[src/rtl/mem_port_arbiter_pkg.sv]
// mem_arb_pkg: shared encodings and parameter defaults for mem_port_arbiter.
// Contents: FSM state enum, grant encoding, default ACK_TIMEOUT and ABORT_DATA.
package mem_arb_pkg;
    typedef enum logic [2:0] {IDLE, I_BUSY, D_BUSY, I_DONE, D_DONE} arb_state_e;
    typedef enum logic {GNT_INST = 1'b0, GNT_DATA = 1'b1} gnt_e;
    localparam int unsigned DEF_ACK_TIMEOUT = 255;
    localparam logic [31:0] DEF_ABORT_DATA  = 32'h0000_0000;
endpackage

[src/rtl/mem_port_arbiter_if.sv]
// mem_port_arbiter_if: bundles the CPU fetch port, CPU data port and the shared memory handshake.
// Modports: slave = arbiter view (takes CPU requests, drives memory); master = CPU/memory-side view.
interface mem_port_arbiter_if;
    logic        inst_ren;
    logic [31:0] inst_addr;
    logic [31:0] inst_data;
    logic        inst_stall;
    logic        mem_ren;
    logic        mem_wen;
    logic [31:0] mem_addr;
    logic [31:0] mem_dout;
    logic [31:0] mem_din;
    logic        mem_stall;
    logic        ram_req;
    logic        ram_we;
    logic [31:0] ram_addr;
    logic [31:0] ram_wdata;
    logic [31:0] ram_rdata;
    logic        ram_ack;
    logic        arb_err;
    modport slave (
        input  inst_ren, inst_addr, mem_ren, mem_wen, mem_addr, mem_dout, ram_rdata, ram_ack,
        output inst_data, inst_stall, mem_din, mem_stall, ram_req, ram_we, ram_addr, ram_wdata, arb_err
    );
    modport master (
        output inst_ren, inst_addr, mem_ren, mem_wen, mem_addr, mem_dout, ram_rdata, ram_ack,
        input  inst_data, inst_stall, mem_din, mem_stall, ram_req, ram_we, ram_addr, ram_wdata, arb_err
    );
endinterface

[src/rtl/mem_port_arbiter_wdog.sv]
// mem_arb_wdog: 16-bit ack watchdog; clears on clr_i, counts while en_i.
// Ports: clk, rst (async active-low), clr_i, en_i, expired_o (LIMIT-th enabled cycle reached).
module mem_arb_wdog #(
    parameter int unsigned LIMIT = 255
) (
    input  logic clk,
    input  logic rst,
    input  logic clr_i,
    input  logic en_i,
    output logic expired_o
);
    logic [15:0] cnt_q, cnt_d;
    assign cnt_d = clr_i ? '0 : (en_i ? cnt_q + 16'd1 : cnt_q);
    // Count includes the current cycle, so LIMIT busy cycles elapse before expiry.
    assign expired_o = en_i & (({1'b0, cnt_q} + 17'd1) == 17'(LIMIT));
    always_ff @(posedge clk or negedge rst)
        if (!rst) cnt_q <= '0;
        else cnt_q <= cnt_d;
endmodule

[src/rtl/mem_port_arbiter.sv]
// mem_port_arbiter: shares one req/ack memory between the CPU fetch and data ports with per-port stalls.
// Ports: clk, rst (async active-low), bus (mem_port_arbiter_if.slave: CPU ports + memory handshake).
// Build option: MEM_ARB_RR_EN selects round-robin on collisions; otherwise the data port always wins.
module mem_port_arbiter
    import mem_arb_pkg::*;
#(
    parameter int unsigned ACK_TIMEOUT = DEF_ACK_TIMEOUT,
    parameter logic [31:0] ABORT_DATA  = DEF_ABORT_DATA
) (
    input logic clk,
    input logic rst,
    mem_port_arbiter_if.slave bus
);
    arb_state_e  state_q;
    logic        ram_req_q, ram_we_q, arb_err_q;
    logic [31:0] ram_addr_q, ram_wdata_q, inst_data_q, mem_din_q;
    logic        inst_pend, data_pend, gnt_data, busy, expired;
    assign inst_pend = bus.inst_ren;
    assign data_pend = bus.mem_ren | bus.mem_wen;
    assign busy      = (state_q == I_BUSY) || (state_q == D_BUSY);
`ifdef MEM_ARB_RR_EN
    gnt_e last_q;
    // The port that did not win last time gets the collision.
    assign gnt_data = data_pend & (~inst_pend | (last_q == GNT_INST));
    always_ff @(posedge clk or negedge rst)
        if (!rst) last_q <= GNT_INST;
        else if (state_q == IDLE && (inst_pend | data_pend)) last_q <= gnt_data ? GNT_DATA : GNT_INST;
`else
    assign gnt_data = data_pend;
`endif
    mem_arb_wdog #(.LIMIT(ACK_TIMEOUT)) u_wdog (
        .clk      (clk),
        .rst      (rst),
        .clr_i    (state_q == IDLE),
        .en_i     (busy),
        .expired_o(expired)
    );
    always_ff @(posedge clk or negedge rst) begin
        if (!rst) begin
            state_q     <= IDLE;
            ram_req_q   <= 1'b0;
            ram_we_q    <= 1'b0;
            ram_addr_q  <= '0;
            ram_wdata_q <= '0;
            inst_data_q <= '0;
            mem_din_q   <= '0;
            arb_err_q   <= 1'b0;
        end else begin
            case (state_q)
                IDLE: if (inst_pend | data_pend) begin
                    state_q     <= gnt_data ? D_BUSY : I_BUSY;
                    ram_req_q   <= 1'b1;
                    ram_we_q    <= gnt_data & bus.mem_wen;
                    ram_addr_q  <= gnt_data ? bus.mem_addr : bus.inst_addr;
                    ram_wdata_q <= gnt_data ? bus.mem_dout : '0;
                end
                // An ack arriving in the expiry cycle still counts as a real completion.
                I_BUSY, D_BUSY: if (bus.ram_ack | expired) begin
                    ram_req_q <= 1'b0;
                    state_q   <= (state_q == I_BUSY) ? I_DONE : D_DONE;
                    if (state_q == I_BUSY) inst_data_q <= bus.ram_ack ? bus.ram_rdata : ABORT_DATA;
                    else if (!ram_we_q) mem_din_q <= bus.ram_ack ? bus.ram_rdata : ABORT_DATA;
                    if (!bus.ram_ack) arb_err_q <= 1'b1;
                end
                default: state_q <= IDLE;
            endcase
        end
    end
    assign bus.inst_stall = inst_pend & (state_q != I_DONE);
    assign bus.mem_stall  = data_pend & (state_q != D_DONE);
    assign bus.ram_req    = ram_req_q;
    assign bus.ram_we     = ram_we_q;
    assign bus.ram_addr   = ram_addr_q;
    assign bus.ram_wdata  = ram_wdata_q;
    assign bus.inst_data  = inst_data_q;
    assign bus.mem_din    = mem_din_q;
    assign bus.arb_err    = arb_err_q;
endmodule

[src/flat_wrapper.sv]
// flat-port wrapper written by rule: the top's interface ports become plain ports
module mem_port_arbiter_flat import mem_arb_pkg::*;
#(
    parameter int unsigned ACK_TIMEOUT = DEF_ACK_TIMEOUT,
    parameter logic [31:0] ABORT_DATA  = DEF_ABORT_DATA
)
  (clk, rst, bus_inst_ren, bus_inst_addr, bus_mem_ren, bus_mem_wen, bus_mem_addr, bus_mem_dout, bus_ram_rdata, bus_ram_ack, bus_inst_data, bus_inst_stall, bus_mem_din, bus_mem_stall, bus_ram_req, bus_ram_we, bus_ram_addr, bus_ram_wdata, bus_arb_err);
  mem_port_arbiter_if bus_i ();
  input logic clk;
  input logic rst;
  input wire logic [$bits(bus_i.inst_ren)-1:0] bus_inst_ren;
  input wire logic [$bits(bus_i.inst_addr)-1:0] bus_inst_addr;
  input wire logic [$bits(bus_i.mem_ren)-1:0] bus_mem_ren;
  input wire logic [$bits(bus_i.mem_wen)-1:0] bus_mem_wen;
  input wire logic [$bits(bus_i.mem_addr)-1:0] bus_mem_addr;
  input wire logic [$bits(bus_i.mem_dout)-1:0] bus_mem_dout;
  input wire logic [$bits(bus_i.ram_rdata)-1:0] bus_ram_rdata;
  input wire logic [$bits(bus_i.ram_ack)-1:0] bus_ram_ack;
  output wire logic [$bits(bus_i.inst_data)-1:0] bus_inst_data;
  output wire logic [$bits(bus_i.inst_stall)-1:0] bus_inst_stall;
  output wire logic [$bits(bus_i.mem_din)-1:0] bus_mem_din;
  output wire logic [$bits(bus_i.mem_stall)-1:0] bus_mem_stall;
  output wire logic [$bits(bus_i.ram_req)-1:0] bus_ram_req;
  output wire logic [$bits(bus_i.ram_we)-1:0] bus_ram_we;
  output wire logic [$bits(bus_i.ram_addr)-1:0] bus_ram_addr;
  output wire logic [$bits(bus_i.ram_wdata)-1:0] bus_ram_wdata;
  output wire logic [$bits(bus_i.arb_err)-1:0] bus_arb_err;
  assign bus_i.inst_ren = bus_inst_ren;
  assign bus_i.inst_addr = bus_inst_addr;
  assign bus_i.mem_ren = bus_mem_ren;
  assign bus_i.mem_wen = bus_mem_wen;
  assign bus_i.mem_addr = bus_mem_addr;
  assign bus_i.mem_dout = bus_mem_dout;
  assign bus_i.ram_rdata = bus_ram_rdata;
  assign bus_i.ram_ack = bus_ram_ack;
  assign bus_inst_data = bus_i.inst_data;
  assign bus_inst_stall = bus_i.inst_stall;
  assign bus_mem_din = bus_i.mem_din;
  assign bus_mem_stall = bus_i.mem_stall;
  assign bus_ram_req = bus_i.ram_req;
  assign bus_ram_we = bus_i.ram_we;
  assign bus_ram_addr = bus_i.ram_addr;
  assign bus_ram_wdata = bus_i.ram_wdata;
  assign bus_arb_err = bus_i.arb_err;
  mem_port_arbiter #(.ACK_TIMEOUT(ACK_TIMEOUT), .ABORT_DATA(ABORT_DATA)) u_core (.clk(clk), .rst(rst), .bus(bus_i));
endmodule
[config.mk]
export PLATFORM = sky130hd
export DESIGN_NAME = mem_port_arbiter_flat
export DESIGN_NICKNAME = d
export VERILOG_FILES = /design/src/rtl/mem_port_arbiter_pkg.sv /design/src/rtl/mem_port_arbiter_if.sv /design/src/rtl/mem_port_arbiter_wdog.sv /design/src/rtl/mem_port_arbiter.sv /design/src/flat_wrapper.sv
export SDC_FILE = /design/constraint.sdc
export NUM_CORES = 1
export LEC_CHECK = 0
export BUFFER_PORTS_ARGS = -buffer_cell sky130_fd_sc_hd__clkbuf_2
export CORE_MARGIN = 3
export CORE_UTILIZATION = 49
export CTS_CLUSTER_DIAMETER = 150
export DETAILED_ROUTE_END_ITERATION = 12
export PLACE_DENSITY_LB_ADDON = 0.08
export SYNTH_ARGS = -nofsm -noshare
export SYNTH_HDL_FRONTEND = slang
export SYNTH_SLANG_ARGS = --single-unit
[constraint.sdc]
create_clock -name clk -period 3.6 [get_ports clk]
set_clock_uncertainty 0.15 [all_clocks]
set_input_delay 0.18 -clock clk [delete_from_list [all_inputs] [get_ports clk]]
set_output_delay 0.18 -clock clk [all_outputs]
set_load 0.05 [all_outputs]
# Word-level counts from Yosys, hierarchy flattened
# Index checks and enable logic that the tools add are counted.
# word_totals
word_cells,52
out_inout_bits,133
in_bits,134
ff_bits,150
# classes
n_addsub,2
bitwise_logic,10
n_reduce_logical,11
n_mux,13
n_eq_ne,7
# ops
cell,n
32-bit 2-to-1 mux,3
16-bit 2-to-1 mux,2
"16-bit by 1-bit adder with 17-bit output, second input constant",1
"17-bit by 8-bit == test with 1-bit output, second input constant",1
"16-bit by 1-bit adder with 16-bit output, second input constant",1
3-bit 2-to-1 mux,3
3-bit AND reduction,3
3-bit one-hot mux with 2 select lines,1
1-bit bitwise AND,4
"2-bit by 1-bit != test with 1-bit output, second input constant",2
2-bit AND reduction,2
4-bit AND reduction,1
2-bit nonzero test,2
"3-bit by 1-bit == test with 1-bit output, second input constant",1
"3-bit by 2-bit == test with 1-bit output, second input constant",1
3-bit logical NOT,1
"3-bit by 2-bit != test with 1-bit output, second input constant",1
"3-bit != test, second input constant",1
1-bit NOT,3
1-bit bitwise OR,3
1-bit 2-to-1 mux,2
2-bit 2-to-1 mux,1
1-bit one-hot mux with 2 select lines,1
2-bit OR reduction,1
1-bit logical OR,1

# Logic depth before layout (Yosys ltp)
# depth
word_depth,6
ltp_mapped,10
mapped_depth_nobuf,8

# By module
# Synthesis repeated with hierarchy kept, for this count alone.
# hier_totals
hier_cells,538
hier_area_um2,6571.3
# modules_own_cells
module,instances,cells_per_inst,seq_area_each_um2,area_per_inst_um2
mem_port_arbiter,1,414,3353.2,5506.5
mem_arb_wdog,1,124,400.4,1064.8

# Worst setup path after synthesis
# No wires, ideal clock.
# synth_path
kind,register to register
startpoint,register u_core.u_wdog.cnt_q[0]
endpoint,register u_core.state_q[1]
arrival_time_ps,2307
path_buffers,1
required_time_ps,3322
path_stages_with_launch,9
period_less_slack_ps,2584
setup_ps,128
setup_slack_ps,1016
path_cell_list,dfrtp_1 ha_1 nand3_2 or3_1 a2111oi_2 o2111ai_1 o21ai_2 buf_6 mux2_1
# synth_between
elab_chain_cells,6
# synth_lines
element,line,source
from (decl),mem_port_arbiter_wdog.sv:12,"logic [15:0] cnt_q, cnt_d;"
from (signal assigned),mem_port_arbiter_wdog.sv:18,else cnt_q <= cnt_d;
16-bit by 1-bit adder with 17-bit output,mem_port_arbiter_wdog.sv:15,"assign expired_o = en_i & (({1'b0, cnt_q} + 17'd1) == 17'(LIMIT));"
17-bit by 8-bit == test with 1-bit output,mem_port_arbiter_wdog.sv:15,
1-bit bitwise AND,mem_port_arbiter_wdog.sv:15,
1-bit bitwise OR,mem_port_arbiter.sv:58,"I_BUSY, D_BUSY: if (bus.ram_ack | expired) begin"
2-bit by 1-bit != test with 1-bit output (no source line),--,
2-bit AND reduction (no source line),--,
to (signal assigned),mem_port_arbiter.sv:51,state_q <= gnt_data ? D_BUSY : I_BUSY;
to (signal assigned),mem_port_arbiter.sv:60,state_q <= (state_q == I_BUSY) ? I_DONE : D_DONE;
to (decl),mem_port_arbiter.sv:14,arb_state_e state_q;
# No other way between the ends.
# A chain may end at the register's enable or synchronous reset.

# Final worst setup path
# layout_path
startpoint,register u_core.u_wdog.cnt_q[0]
endpoint,"register u_core.mem_din_q[3], in the netlist u_core.bus.mem_din[3]"
# layout_between
elab_chain_cells,5
# layout_lines
element,line,source
16-bit by 1-bit adder with 17-bit output,mem_port_arbiter_wdog.sv:15,
17-bit by 8-bit == test with 1-bit output,mem_port_arbiter_wdog.sv:15,
1-bit bitwise AND,mem_port_arbiter_wdog.sv:15,
1-bit bitwise OR,mem_port_arbiter.sv:58,
4-bit AND reduction (no source line),--,
to (signal assigned),mem_port_arbiter.sv:62,else if (!ram_we_q) mem_din_q <= bus.ram_ack ? bus.ram_rdata : ABORT_DATA;
to (decl),mem_port_arbiter.sv:16,"logic [31:0] ram_addr_q, ram_wdata_q, inst_data_q, mem_din_q;"
# No other way between the ends.

==> results.py <==
metrics = {
    "clocking": {
        "cts.htree.levels": 4,
        "post-cts-setup-buffer-count": 0,
        "cts_sinks": 150,
        "clockBufferDepth": 2,
        "cts_tree": "done",
        "clk_latency_ps": 420,
        "root_buffer": "clkbuf_16",
        "numCtsBuffers": 17,
        "clk_pin_slew_ps": 60,
    },
    "place": {
        "pre_cts_slack_ps": 536.0,
        "dpl_cell_area_sq_um": 8183,
        "dp.cells": 1053,
        "portBuffers": 266,
        "gp_congestion": 0.8792,
        "dp_hpwl_mm": 13.48,
    },
    "sta": {
        "finalMaxSlewViolations": 0,
        "setup_violations": 0,
        "tightestPinTransition_ps": 1118,
        "hold_viol_final": 0,
        "fin_crit_ps": 3084,
        "fin_hold_ws_ps": 129.5,
        "tns_ps": 0,
        "max_freq_mhz": 324.3,
        "setup_slack_ps": 516.2,
        "slew_headroom_pct": 25.46,
        "fin_crit_sh_pct": 85.66,
        "rsz0062_at_grt": "false",
    },
    "synth": {
        "synth_area_leader_cell": "dfrtp_1",
        "synth_nets": 780,
        "syn_inst": 644,
        "synth_edf_count": 0,
        "ys_ff_latch": 150,
        "ys_warn_count": 0,
        "ys_types": 43,
        "synth_top_area_share_pct": 56.05,
        "synthArstFlopShare_pct": 100.0,
        "synth_area_sq_um": 6696,
        "syn_avg_cell_area_sq_um": 10.40,
        "synth_top_flop_cell": "dfrtp_1",
        "synth_area_leaders": "dfrtp_1, o21ai_0, a22oi_1",
        "yosysSeqAreaShare_pct": 56.05,
    },
    "grt": {
        "grt_usage_pct": 29.94,
        "grt.overflow.total": 0,
        "grt_max_degree": 81,
        "grt_pass1_wl_mm": 35.03,
        "antenna_found_initial": 0,
        "grt_pass1_vias": 6774,
    },
    "power": {
        "seq_power_share_pct": 30.2,
        "swShare_pct": 48.80,
        "clkPwrFrac_pct": 21.1,
        "p_comb_share_pct": 48.7,
        "vdd_drop_max_v": 0.0006734,
        "p_leak_nw": 5.182,
        "cellPowerDensity_nw_per_um2": 893.0,
        "p_sw_mw": 4.420,
        "p_int_mw": 4.637,
    },
    "critical_path": {
        "cpPeakStageDelay_ps": 460,
        "cp.arrival_ps": 3210,
        "crit_slowest_cell": "o21ai_4",
        "end_kind": "register",
        "critPathKind": "register to register",
        "crit_chain": "ha_1 -> nand3_2 -> or3_1 -> a2111oi_2 -> o2111ai_1 -> o21ai_4 -> buf_12 -> o21ai_0",
        "required_ps": 3730,
        "crit_path_start_kind": "register",
        "cp_max_fo": 50,
    },
    "run_status": {
        "status": "complete, no violations",
    },
    "floorplan": {
        "start_util_pct": 50.37,
        "die_area_sq_um": 15100,
        "ioPinCount": 267,
        "die_w_um": 122.9,
        "die_h_um": 122.9,
        "coreArea_sq_um": 13300,
        "rows": 42,
    },
    "layout": {
        "fill_cells": 832,
        "stdcell_area_sq_um": 10140,
        "mostFrequentLayoutCells": "clkbuf_2, dfrtp_1, dlygate4sd3_1, o21ai_0, inv_1",
        "layout_commonest_cell": "clkbuf_2",
        "layout-drive-gt1-share_pct": 31.44,
        "stdcell_count": 1216,
        "diodes": 0,
        "nets": 1164,
        "area_growth_pct": 51.46,
    },
    "detailed_routing": {
        "antenna_left": 0,
        "vias": 6715,
        "wire_per_inst_um": 18.73,
        "wl_mm": 22.77,
        "firstDrtPassIters": 5,
        "drc": 0,
        "drt-initial-drc-count": 514,
        "viasPerCell": 5.522,
    },
    "hold_path": {
        "hp-class": "input pin to register",
    },
    "flow_run": {
        "timing.max_cap.violations": 0,
    },
}
what timing repair did:
| action | CTS | global route |
|---|---|---|
| resized for setup | 0 | 0 |
| hold buffers | 132 | 0 |
| endpoints found under the hold margin | 208 | 0 |
flip-flops by register name (all words and copies together), names as in the netlist:
name	flops
u_core.bus.inst_data	32
u_core.bus.mem_din	32
u_core.bus.ram_addr	32
u_core.bus.ram_wdata	32
u_core.u_wdog.cnt_q	16
u_core.state_q	3
u_core.bus.arb_err	1
u_core.bus.ram_req	1
u_core.bus.ram_we	1
path summary, 6_finish.rpt:
check / startpoint / endpoint / slack [ps] / cells past startpoint
min in group asynchronous: rst / u_core.bus.inst_data[13] / 210 / 2
max in group asynchronous: rst / u_core.bus.mem_din[17] / 2200 / 3
min reg2reg: u_core.bus.ram_addr[18] / u_core.bus.ram_addr[18] / 340 / 2
max reg2reg: u_core.u_wdog.cnt_q[0] / u_core.bus.mem_din[3] / 520 / 8
max: u_core.u_wdog.cnt_q[0] / u_core.bus.mem_din[3] / 520 / 8
min: bus_mem_ren / u_core.state_q[0] / 130 / 4
cells in the mapped netlist, types with 5 or more instances:
master / n
dfrtp_1: 150
o21ai_0: 106
inv_1: 68
a22oi_1: 64
nand2_1: 51
clkbuf_1: 34
mux2i_1: 33
a22o_1: 32
o21ai_2: 11
a21oi_1: 9
nor2_1: 8
o31ai_1: 8
buf_2: 5
nor3_1: 5
cells by family after synthesis:
group / after synthesis / synth area share [%]
adders and majority gates: 3 / 0.5231
and+or+nand+nor: 95 / 6.857
muxes: 34 / 5.101
xor gates and xnor gates: 5 / 0.6541
AOI/OAI and AO/OA: 245 / 23.97
buffers and inverters: 112 / 6.838
DFF: 150 / 56.05
final cells by class:
cell class / instances / area [sq um] / share of cell area, %
flip-flops and latches: 150 / 3754 / 37.01
repair buffers: 409 / 2754 / 27.15
well taps: 176 / 220.2 / 2.171
clock inverters: 11 / 171.4 / 1.690
clock buffers: 20 / 466.7 / 4.602
multi-input cells: 382 / 2521 / 24.86
inverters: 68 / 255.2 / 2.517
critical path, delay by kind of cell (launching register included):
kind / cells / cell delay [ps]
adder cells (fa/ha/maj): 1 / 280
flip-flops: 1 / 420
buffers and inverters: 1 / 290
AND/OR/NAND/NOR: 2 / 540
AO/OA/AOI/OAI: 4 / 1240
power by group through the flow:
stage	logic, mW	clock network, mW	registers (mW)
3_5_place_dp	4.21	0	2.69
2_1_floorplan	1.29	0	4.50
4_1_cts	4.33	1.93	2.69
3_3_place_gp	4.13	0	2.68
6_report	4.42	1.91	2.74
5_1_grt	4.67	2.00	2.80
per-stage QoR:
| step | total power, mW | utilization, % |
|---|---|---|
| floorplan | 5.793 | - |
| CTS | 8.938 | 76.28 |
| finish | 9.057 | 76.28 |
| global route | 9.467 | 76.28 |
| global placement | 6.804 | 61.55 |
| detailed placement | 6.900 | 61.55 |
metal layers:
layer,up-vias,global-route usage [%],part of all wire (%),wire (um)
met4,0,16.17,4.7,1065
met3,76,7.136,7.4,1678
met1,3205,35.95,38,8628
met5,-,0,0,0
li1,3059,-,-,-
met2,375,49.91,50,11400
No activity file was read; power rests on OpenSTA's default activity.
